`src/rtl/cache_line_fill.sv`:
```
// Cache miss-side line filler: fetches a whole line from memory one byte per beat.
// Define CACHE_CRITICAL_WORD_FIRST_EN to fetch the missed byte first (wrapping order).
module cache_line_fill #(
   parameter int ADDR_W     = 16,
   parameter int DATA_W     = 8,
   parameter int LINE_BYTES = 4,
   parameter int TIMEOUT    = 16
) (
   input  logic              clk_1,
   input  logic              rst,
   input  logic              miss_valid,
   output logic              miss_ready,
   input  logic [ADDR_W-1:0] miss_addr,
   output logic              mem_req,
   output logic [ADDR_W-1:0] mem_addr,
   input  logic              mem_ack,
   input  logic [DATA_W-1:0] mem_rdata,
   output logic              fill_we,
   output logic [ADDR_W-1:0] fill_addr,
   output logic [DATA_W-1:0] fill_data,
   output logic              fwd_valid,
   output logic [DATA_W-1:0] fwd_data,
   output logic              busy,
   output logic              done,
   output logic              err
);

   // state | meaning
   // IDLE  | waiting for a miss, miss_ready high
   // REQ   | memory read of current beat outstanding, timeout running
   // FILL  | write latched beat into the cache, forward if it is the missed byte
   // DONE  | one-cycle completion pulse
   // ERR   | one-cycle abort pulse after timeout

   localparam int OFF_W = $clog2(LINE_BYTES);
   localparam int TMR_W = (TIMEOUT > 1) ? $clog2(TIMEOUT) : 1;
   localparam logic [OFF_W-1:0] K_LAST   = OFF_W'(LINE_BYTES - 1);
   localparam logic [TMR_W-1:0] TMR_LOAD = TMR_W'((TIMEOUT > 0) ? TIMEOUT - 1 : 0);

   typedef enum logic [2:0] {
      IDLE = 3'd0,
      REQ  = 3'd1,
      FILL = 3'd2,
      DONE = 3'd3,
      ERR  = 3'd4
   } state_t;

   state_t                    state_q, state_d;
   logic [ADDR_W-OFF_W-1:0]   base_q;
   logic [OFF_W-1:0]          miss_off_q;
   logic [OFF_W-1:0]          k_q;
   logic [TMR_W-1:0]          tmr_q;
   logic [DATA_W-1:0]         fill_data_q;
   logic [OFF_W-1:0]          beat_off;
   logic [ADDR_W-1:0]         beat_addr;
   logic                      fwd_hit;
   logic                      tmr_expired;

`ifdef CACHE_CRITICAL_WORD_FIRST_EN
   assign beat_off = miss_off_q + k_q;
`else
   assign beat_off = k_q;
`endif

   assign beat_addr   = {base_q, beat_off};
   assign fwd_hit     = (beat_off == miss_off_q);
   // Down-counter reaching zero while still unacknowledged means TIMEOUT REQ cycles elapsed.
   assign tmr_expired = (TIMEOUT != 0) && (tmr_q == '0);

   always_ff @(posedge clk_1) begin
      if (rst) begin
         state_q <= IDLE;
      end else begin
         state_q <= state_d;
      end
   end

   always_comb begin
      state_d = state_q;
      case (state_q)
         IDLE: if (miss_valid)        state_d = REQ;
         REQ: begin
            if (mem_ack)              state_d = FILL;
            else if (tmr_expired)     state_d = ERR;
         end
         FILL: state_d = (k_q == K_LAST) ? DONE : REQ;
         DONE: state_d = IDLE;
         ERR:  state_d = IDLE;
         default: state_d = IDLE;
      endcase
   end

   always_ff @(posedge clk_1) begin
      if (rst) begin
         base_q      <= '0;
         miss_off_q  <= '0;
         k_q         <= '0;
         tmr_q       <= '0;
         fill_data_q <= '0;
      end else begin
         case (state_q)
            IDLE: begin
               if (miss_valid) begin
                  base_q     <= miss_addr[ADDR_W-1:OFF_W];
                  miss_off_q <= miss_addr[OFF_W-1:0];
                  k_q        <= '0;
                  tmr_q      <= TMR_LOAD;
               end
            end
            REQ: begin
               if (mem_ack) begin
                  fill_data_q <= mem_rdata;
               end else if (tmr_q != '0) begin
                  tmr_q <= tmr_q - TMR_W'(1);
               end
            end
            FILL: begin
               if (k_q != K_LAST) begin
                  k_q   <= k_q + OFF_W'(1);
                  tmr_q <= TMR_LOAD;
               end
            end
            default: ;
         endcase
      end
   end

   always_comb begin
      miss_ready = (state_q == IDLE) && !rst;
      mem_req    = (state_q == REQ);
      mem_addr   = mem_req ? beat_addr : '0;
      fill_we    = (state_q == FILL);
      fill_addr  = fill_we ? beat_addr : '0;
      fill_data  = fill_data_q;
      fwd_valid  = fill_we && fwd_hit;
      fwd_data   = fwd_valid ? fill_data_q : '0;
      busy       = (state_q != IDLE);
      done       = (state_q == DONE);
      err        = (state_q == ERR);
   end

endmodule

```
`config.mk`:
```
export PLATFORM = sky130hd
export DESIGN_NAME = cache_line_fill
export DESIGN_NICKNAME = d
export VERILOG_FILES = /design/src/rtl/cache_line_fill.sv
export SDC_FILE = /design/constraint.sdc
export NUM_CORES = 1
export LEC_CHECK = 0
export ABC_CLOCK_PERIOD_IN_PS = 2050
export CORE_MARGIN = 5
export CORE_UTILIZATION = 45
export DETAILED_ROUTE_END_ITERATION = 10
export DONT_BUFFER_PORTS = 1
export GPL_ROUTABILITY_DRIVEN = 0
export GPL_TIMING_DRIVEN = 0
export PLACE_DENSITY = 0.61
export SYNTH_ARGS = -nofsm -noshare
export SYNTH_HDL_FRONTEND = slang
export SYNTH_SLANG_ARGS = --single-unit
```
`constraint.sdc`:
```
create_clock -name clk_1 -period 2.05 [get_ports clk_1]
set_input_delay 0.205 -clock clk_1 [delete_from_list [all_inputs] [get_ports clk_1]]
set_output_delay 0.205 -clock clk_1 [all_outputs]
set_load 0.01 [all_outputs]
```
==> flow_summary.json, run 1 <==
{
  "root_buffer": "clkbuf_8",
  "finalSetupTns_ns": 0,
  "dr_total_vias": 1399,
  "swShare_pct": 25.3,
  "rsz0062_at_grt": "no",
  "antenna_left": 0,
  "final_cells": 266,
  "clk_latency_ns": 0.27,
  "drc": 0,
  "diodes": 0,
  "status": "complete, no violations",
  "total_power_mw": 1.58,
  "viasPerCell": 5.26,
  "hpwl_mm": 2.99,
  "syn2layout_area_growth_pct": 12.2,
  "grt-ovfl-total": 0,
  "dp_cells": 256,
  "fin_crit_sh_pct": 91.7,
  "synth_nets": 238,
  "finalWorstSetupSlack_ns": 0.170,
  "seq_area_frac_synth_pct": 39.9,
  "crit_type": "register to primary output",
  "synth_edf_count": 0,
  "dominantRegCellSynth": "dfxtp_1",
  "worstReg2RegStart": "tmr_q[0]",
  "cts.clk_slew.worst_paths_ns": 0.07,
  "synth.distinct_cells": 33,
  "grt_pass1_wl_mm": 5.94,
  "yosysWarnings": 0,
  "r2r_slack_ns": 0.29,
  "internal-power_mw": 1.18,
  "avgSynthCellArea_um2": 7.96,
  "setup_viol": 0,
  "holdPathEnd": "fill_data[1]",
  "cts_inserted_buffers": 5,
  "fp.dieH_um": 70.7,
  "p_per_area_nw_per_um2": 848,
  "htree_levels": 2,
  "drv_cap": 0,
  "grtUsageTotal_pct": 14.8,
  "rows": 22,
  "vdd_ir_drop_max_mv": 0.483,
  "worst-path-max-fanout": 10,
  "grt_pass1_vias": 1298,
  "clockBufferDepth": 2,
  "timing.fmax_ghz": 0.532,
  "ys_seq_elements": 33,
  "die_x_um": 70.7,
  "min_from": "mem_rdata[1]",
  "crit_arrival_ns": 1.67,
  "hold_path_class": "primary input to register",
  "wl_per_cell_um": 14.3,
  "grt_max_degree": 11,
  "fin_util_pct": 51.6,
  "die_area_um2": 4990,
  "wl_mm": 3.82,
  "comb_power_share_pct": 14.8,
  "worstMarginPinSlew_ns": 0.495,
  "reg2reg_depth": 6,
  "pre_cts_ws_ns": 0.117,
  "io_pins": 83,
  "slew_violations": 0,
  "core-area_um2": 3610,
  "cts.sinks": 33,
  "cp_data_required_time_ns": 1.85,
  "fin_nets": 247,
  "cts_tree": "built",
  "regToRegEndpoint": "tmr_q[3]",
  "drt-pass1-iter-count": 4,
  "clock_skew_ns": 0.00327,
  "syn_area_um2": 1660,
  "drive_above_1_share_pct": 11.0,
  "grt_antenna_before_repair": 0,
  "hold_violations": 0,
  "synthCells": 208,
  "port_buffers": 0,
  "p_leak_nw": 0.735,
  "start_util_pct": 45.9,
  "slew_headroom_pct": 66.5,
  "min_path_cells": 2,
  "power.switching_mw": 0.398,
  "pwr-share-seq_pct": 45.8,
  "p_clk_share_pct": 39.4,
  "synthArstFlopShare_pct": 0,
  "critPathCaptureType": "primary output",
  "first_iter_violations": 79,
  "fillers": 361,
  "period_minus_slack_ns": 1.88,
  "start_kind": "register"
}
repair_timing:
item,CTS,global route
endpoints found under the setup margin,17,26
gates resized for setup,2,2
setup buffers,0,1
hold buffers,1,0
hold endpoints to repair,1,0
power by group through the flow:
stage	clock, mW	combinational, mW	sequential [mW]
finish	0.621	0.233	0.722
detailed placement	0	0.230	0.736
CTS	0.637	0.233	0.722
floorplan	0	0.189	0.727
global placement	0	0.221	0.733
global route	0.668	0.261	0.728
critical path: stages (launching register included):
cell	delay, ns
dfxtp_1	0.32
buf_4	0.18
nor3b_2	0.39
clkbuf_2	0.30
and2_1	0.22
cells by family (layout without fill, tap and decap cells):
| group | after synthesis | after routing | synth area share, % |
|---|---|---|---|
| simple gates | 118 | 118 | 39.6 |
| compound gates | 35 | 35 | 12.8 |
| flops | 33 | 33 | 39.9 |
| buf+inv | 17 | 27 | 4.61 |
| fa+ha+maj | 2 | 2 | 1.51 |
| xor+xnor | 2 | 2 | 1.06 |
| mux | 1 | 1 | 0.604 |
placed cells by master (no fill, tap or decap), drive strengths merged:
cell / n
a211oi: 2
a21bo: 1
a21oi: 26
a22oi: 1
a311oi: 2
a31oi: 2
and2: 41
and2b: 1
and3: 2
and3b: 3
and4: 1
buf: 7
bufinv: 1
clkbuf: 15
dfxtp: 33
dlygate4sd3: 1
ha: 2
inv: 3
mux2i: 1
nand2: 50
nand2b: 2
nand3: 1
nor2: 5
nor3: 5
nor3b: 3
nor4b: 3
o21bai: 1
or3b: 1
xnor2: 2
layer usage:
layer / routed length, µm / vias up / track usage [%]
met4: 23 / 0 / 4.38
met2: 1920 / 44 / 25.8
met1: 1590 / 654 / 16.6
met3: 283 / 2 / 5.82
li1: - / 699 / -
met5: 0 / - / 0
final cells by class:
type | instances | area (µm²) | area share (%)
Inverter | 3 | 11.3 | 0.606
Buffer | 14 | 67.6 | 3.63
Multi-Input combinational cell | 158 | 926 | 49.8
Timing Repair Buffer | 2 | 17.5 | 0.942
Clock buffer | 7 | 86.3 | 4.64
Tap cell | 48 | 60.1 | 3.23
Sequential cell | 33 | 661 | 35.5
Clock inverter | 1 | 30.0 | 1.62
Yosys cell counts, types with 3 or more instances:
cell type | n | share of area [%]
nor2_1 | 5 | 1.1
dfxtp_1 | 33 | 40
and2_1 | 41 | 15
buf_2 | 4 | 1.2
nor3_1 | 4 | 1.2
and3b_1 | 3 | 1.6
nand2_1 | 50 | 11
clkbuf_1 | 8 | 1.8
inv_1 | 3 | 0.68
a21oi_1 | 26 | 7.9
registers in the layout (all words and copies together), names as in the netlist:
name,cells
base_q,14
fill_data,8
tmr_q,4
state_q,3
beat_off,2
miss_off_q,2
stage by stage:
stage	cell area (µm²)	hold slack, ns
final	1860	0.0569
after global routing	1860	0.0405
after CTS	1850	0.0525
after detailed placement	1720	0.285
after global placement	1720	0.285
after floorplan	1660	0.282
how the worst max path moves through the flow:
stage	startpoint	to	slack [ns]	cells past startpoint
after floorplan	tmr_q[0]	tmr_q[2]	0.41	6
after global placement	state_q[1]	fwd_data[3]	0.18	5
after detailed placement	state_q[1]	fwd_data[1]	0.12	5
after CTS	state_q[0]	mem_addr[12]	0.02	4
after global routing	state_q[0]	mem_addr[14]	0.009	4
final	state_q[0]	mem_addr[12]	0.17	4
No activity file was read; power rests on OpenSTA's default activity.
==> inputs of run 2 (changes only) <==
CELL_PAD_IN_SITES_DETAIL_PLACEMENT = 1   (was not set)
CELL_PAD_IN_SITES_GLOBAL_PLACEMENT = 2   (was not set)
CORE_MARGIN = not set   (was 5)
CORE_UTILIZATION = 33   (was 45)
PLACE_DENSITY = 0.79   (was 0.61)
==> flow_summary.json, run 2 (same netlist as run 1, synthesis figures left out) <==
{
  "rsz0062_at_grt": "no",
  "comb_power_share_pct": 16.7,
  "diodes": 0,
  "root_buffer": "clkbuf_8",
  "drive_above_1_share_pct": 11.5,
  "grtUsageTotal_pct": 15.9,
  "grt_pass1_wl_mm": 6.27,
  "p_clk_share_pct": 33.5,
  "total_power_mw": 1.45,
  "vdd_ir_drop_max_mv": 0.296,
  "largest_reg_flops": 14,
  "worstReg2RegStart": "tmr_q[0]",
  "clockBufferDepth": 2,
  "grt-ovfl-total": 0,
  "drt-pass1-iter-count": 4,
  "core-area_um2": 4790,
  "start_kind": "register",
  "wl_mm": 4.04,
  "die_area_um2": 5310,
  "critPathCaptureType": "primary output",
  "crit_type": "register to primary output",
  "grt_max_degree": 11,
  "hold_violations": 0,
  "dp_cells": 275,
  "io_pins": 83,
  "cts_inserted_buffers": 5,
  "rows": 25,
  "drc": 0,
  "finalSetupTns_ns": 0,
  "worstMarginPinSlew_ns": 0.531,
  "status": "complete, no violations",
  "layout_common_cells": "nand2_1, and2_1, dfxtp_1, a21oi_1",
  "start_util_pct": 34.6,
  "grt_antenna_before_repair": 0,
  "hpwl_mm": 3.02,
  "timing.fmax_ghz": 0.538,
  "worst-path-max-fanout": 10,
  "min_from": "miss_addr[15]",
  "cp_data_required_time_ns": 1.85,
  "p_leak_nw": 0.729,
  "hold_path_class": "primary input to register",
  "final_cells": 285,
  "die_x_um": 72.9,
  "viasPerCell": 4.96,
  "finalWorstSetupSlack_ns": 0.192,
  "clock_skew_ns": 0.00354,
  "fp.dieH_um": 72.9,
  "slew_headroom_pct": 64.6,
  "grt_pass1_vias": 1316,
  "fin_hold_ws_ns": 0.0502,
  "fin_crit_sh_pct": 90.6,
  "cts.sinks": 33,
  "first_iter_violations": 53,
  "pre_cts_ws_ns": 0.114,
  "slew_violations": 0,
  "clk_latency_ns": 0.28,
  "internal-power_mw": 1.05,
  "htree_levels": 2,
  "layout_commonest_cell": "nand2_1",
  "top_register": "base_q",
  "cts_tree": "built",
  "pwr-share-seq_pct": 49.8,
  "crit_arrival_ns": 1.65,
  "swShare_pct": 27.6,
  "cts.clk_slew.worst_paths_ns": 0.06,
  "setup_viol": 0,
  "dr_total_vias": 1415,
  "power.switching_mw": 0.401,
  "wl_per_cell_um": 14.2,
  "fin_nets": 248,
  "period_minus_slack_ns": 1.86,
  "p_per_area_nw_per_um2": 777,
  "syn2layout_area_growth_pct": 12.8,
  "drv_cap": 0,
  "startpoint": "state_q[0]",
  "port_buffers": 0,
  "antenna_left": 0
}
[run 2: final cells by class]
cell class | instances | area (µm²)
inverters | 3 | 11.3
multi-input cells | 158 | 932
well taps | 67 | 83.8
fillers | 602 | 2920
plain buffers | 14 | 68.8
repair buffers | 3 | 25.0
clock buffers | 7 | 86.3
flip-flops and latches | 33 | 661
[run 2: critical path, cell delays in order (launching register included)]
cell	delay, ns
dfxtp_1	0.33
buf_4	0.18
nor3b_4	0.35
clkbuf_2	0.30
and2_1	0.21
[run 2: worst paths after layout]
check / slack, ns / end / cells after the start
max: 0.19 / mem_addr[14] / 4
min: 0.05 / base_q[13] / 2
max reg2reg: 0.26 / tmr_q[3] / 6
min reg2reg: 0.46 / base_q[0] / 2
[run 2: power by group through the flow]
stage	combinational, mW	sequential, mW	clock (mW)
after floorplan	0.189	0.727	0
after global placement	0.234	0.736	0
after detailed placement	0.239	0.738	0
after CTS	0.243	0.723	0.505
after global routing	0.273	0.729	0.536
final	0.242	0.723	0.487
[run 2: layer usage]
layer	vias to the layer above	wire [µm]	track usage, %
li1	699	-	-
met1	653	1810	19.4
met2	58	1850	25.5
met3	5	326	5.66
met4	0	53	5.88
met5	-	0	0
[run 2: per-stage QoR]
stage	utilization [%]	area (µm²)
after floorplan	-	1660
after global placement	36.4	1740
after detailed placement	36.4	1740
after CTS	38.6	1850
after global routing	39.0	1870
final	39.0	1870
[run 2: repair_timing]
| action | CTS | global route |
|---|---|---|
| hold buffers | 1 | 0 |
| cloned | 0 | 0 |
| gates resized for setup | 3 | 3 |
| endpoints found under the setup margin | 26 | 33 |
| setup buffers | 0 | 2 |
| endpoints found under the hold margin | 1 | 0 |
==> inputs of run 3 (changes only) <==
CORE_ASPECT_RATIO = 0.5   (was not set)
==> flow_summary.json, run 3 (same netlist as run 1, synthesis figures left out) <==
{
  "status": "complete, no violations",
  "crit_arrival_ns": 1.68,
  "io_pins": 83,
  "clock_skew_ns": 0.00337,
  "setup_viol": 0,
  "syn2layout_area_growth_pct": 12.0,
  "drc": 0,
  "slew_headroom_pct": 64.4,
  "grt_pass1_wl_mm": 6.85,
  "fp.dieH_um": 52.1,
  "vdd_ir_drop_max_mv": 0.261,
  "use_met2_pct": 27.7,
  "fin_util_pct": 40.2,
  "port_buffers": 0,
  "grt-ovfl-total": 0,
  "slew_violations": 0,
  "diodes": 0,
  "drive_above_1_share_pct": 11.5,
  "cts.clk_slew.worst_paths_ns": 0.07,
  "final_cells": 284,
  "die_x_um": 102,
  "met1_usage_pct": 22.6,
  "p_per_area_nw_per_um2": 779,
  "fin_crit_sh_pct": 92.1,
  "design_area_um2": 1860,
  "timing.fmax_ghz": 0.530,
  "dr_total_vias": 1421,
  "grt_antenna_before_repair": 0,
  "cts_inserted_buffers": 5,
  "finalSetupTns_ns": 0,
  "htree_levels": 2,
  "dp_cells": 274,
  "period_minus_slack_ns": 1.89,
  "crit_path_max_incr_delay_ns": 0.33,
  "top_usage_layer": "met2",
  "crit_chain": "buf_4 -> nor3b_4 -> and3_1 -> buf_2 -> and2_1",
  "dpl-instance-area_um2": 1740,
  "top_register": "base_q",
  "wl_mm": 4.25,
  "cts.sinks": 33,
  "drt-pass1-iter-count": 4,
  "cp_data_required_time_ns": 1.85,
  "cp_top_family": "simple AND/OR/NAND/NOR gates",
  "cp_slowest_cell": "dfxtp_1",
  "grt_pass1_vias": 1411,
  "rsz0062_at_grt": "no",
  "rows": 17,
  "cts_tree": "built",
  "hpwl_mm": 3.21,
  "largest_reg_flops": 14,
  "fin_hold_ws_ns": 0.0520,
  "antenna_left": 0,
  "core-area_um2": 4620,
  "fin_nets": 247,
  "finalWorstSetupSlack_ns": 0.162,
  "viasPerCell": 5.00,
  "start_util_pct": 35.9,
  "layout_common_cells": "nand2_1, and2_1, dfxtp_1, a21oi_1, clkbuf_1",
  "wl_per_cell_um": 15.0,
  "first_iter_violations": 32,
  "root_buffer": "clkbuf_8",
  "met3_usage_pct": 5.91,
  "total_power_mw": 1.44,
  "crit_type": "register to primary output",
  "start_kind": "register",
  "p_leak_nw": 0.725,
  "critPathBufInv": 2,
  "worst-path-max-fanout": 10,
  "clk_latency_ns": 0.28,
  "grt_max_degree": 11,
  "pre_cts_ws_ns": 0.0325,
  "hold_path_class": "primary input to register",
  "drv_cap": 0,
  "clockBufferDepth": 2,
  "layout_commonest_cell": "nand2_1",
  "die_area_um2": 5320,
  "hold_violations": 0,
  "grtUsageTotal_pct": 17.5,
  "worstMarginPinSlew_ns": 0.534,
  "critPathCaptureType": "primary output"
}
-- run 3: power breakdown --
part	switching, mW	internal, mW	total, mW
registers	0.0354	0.687	0.722
clock network	0.244	0.235	0.479
logic	0.146	0.0977	0.244
-- run 3: worst paths after layout --
check                                   from       endpoint  slack [ns]  depth (start not counted)
worst max-delay path              state_q[1]    fwd_data[4]        0.16                          5
worst min-delay path            miss_addr[0]  miss_off_q[0]        0.05                          2
worst max register to register      tmr_q[0]       tmr_q[2]        0.25                          6
worst min register to register     base_q[2]      base_q[2]        0.46                          2
-- run 3: routing by layer --
layer  vias to the layer above  wire length (µm)
li1                        701                 -
met1                       662              2060
met2                        53              1870
met3                         5               287
met4                         0                29
met5                         -                 0
-- run 3: what timing repair did --
item | in CTS | in global routing
cloned | 0 | 0
hold endpoints to repair | 1 | 0
gates resized for setup | 3 | 4
setup endpoints to repair | 27 | 25
hold buffers | 1 | 0
buffers inserted | 1 | 0
pin swaps | 0 | 0
-- run 3: cell type report --
class	instances	area, µm²
sequential	33	661
clock inverter	2	10.0
tap	66	82.6
buffer	14	68.8
clock buffer	6	72.6
inverter	3	11.3
multi-input combinational	158	932
fill	573	2760
timing repair buffer	2	17.5
-- run 3: worst register-to-register path: cells and delay by family, from the launching register on --
| family | cells | cell delay (ns) |
|---|---|---|
| AOI/OAI and AO/OA | 2 | 0.51 |
| adders and majority gates | 1 | 0.18 |
| buffers and inverters | 1 | 0.07 |
| DFF | 1 | 0.35 |
| and+or+nand+nor | 2 | 0.60 |
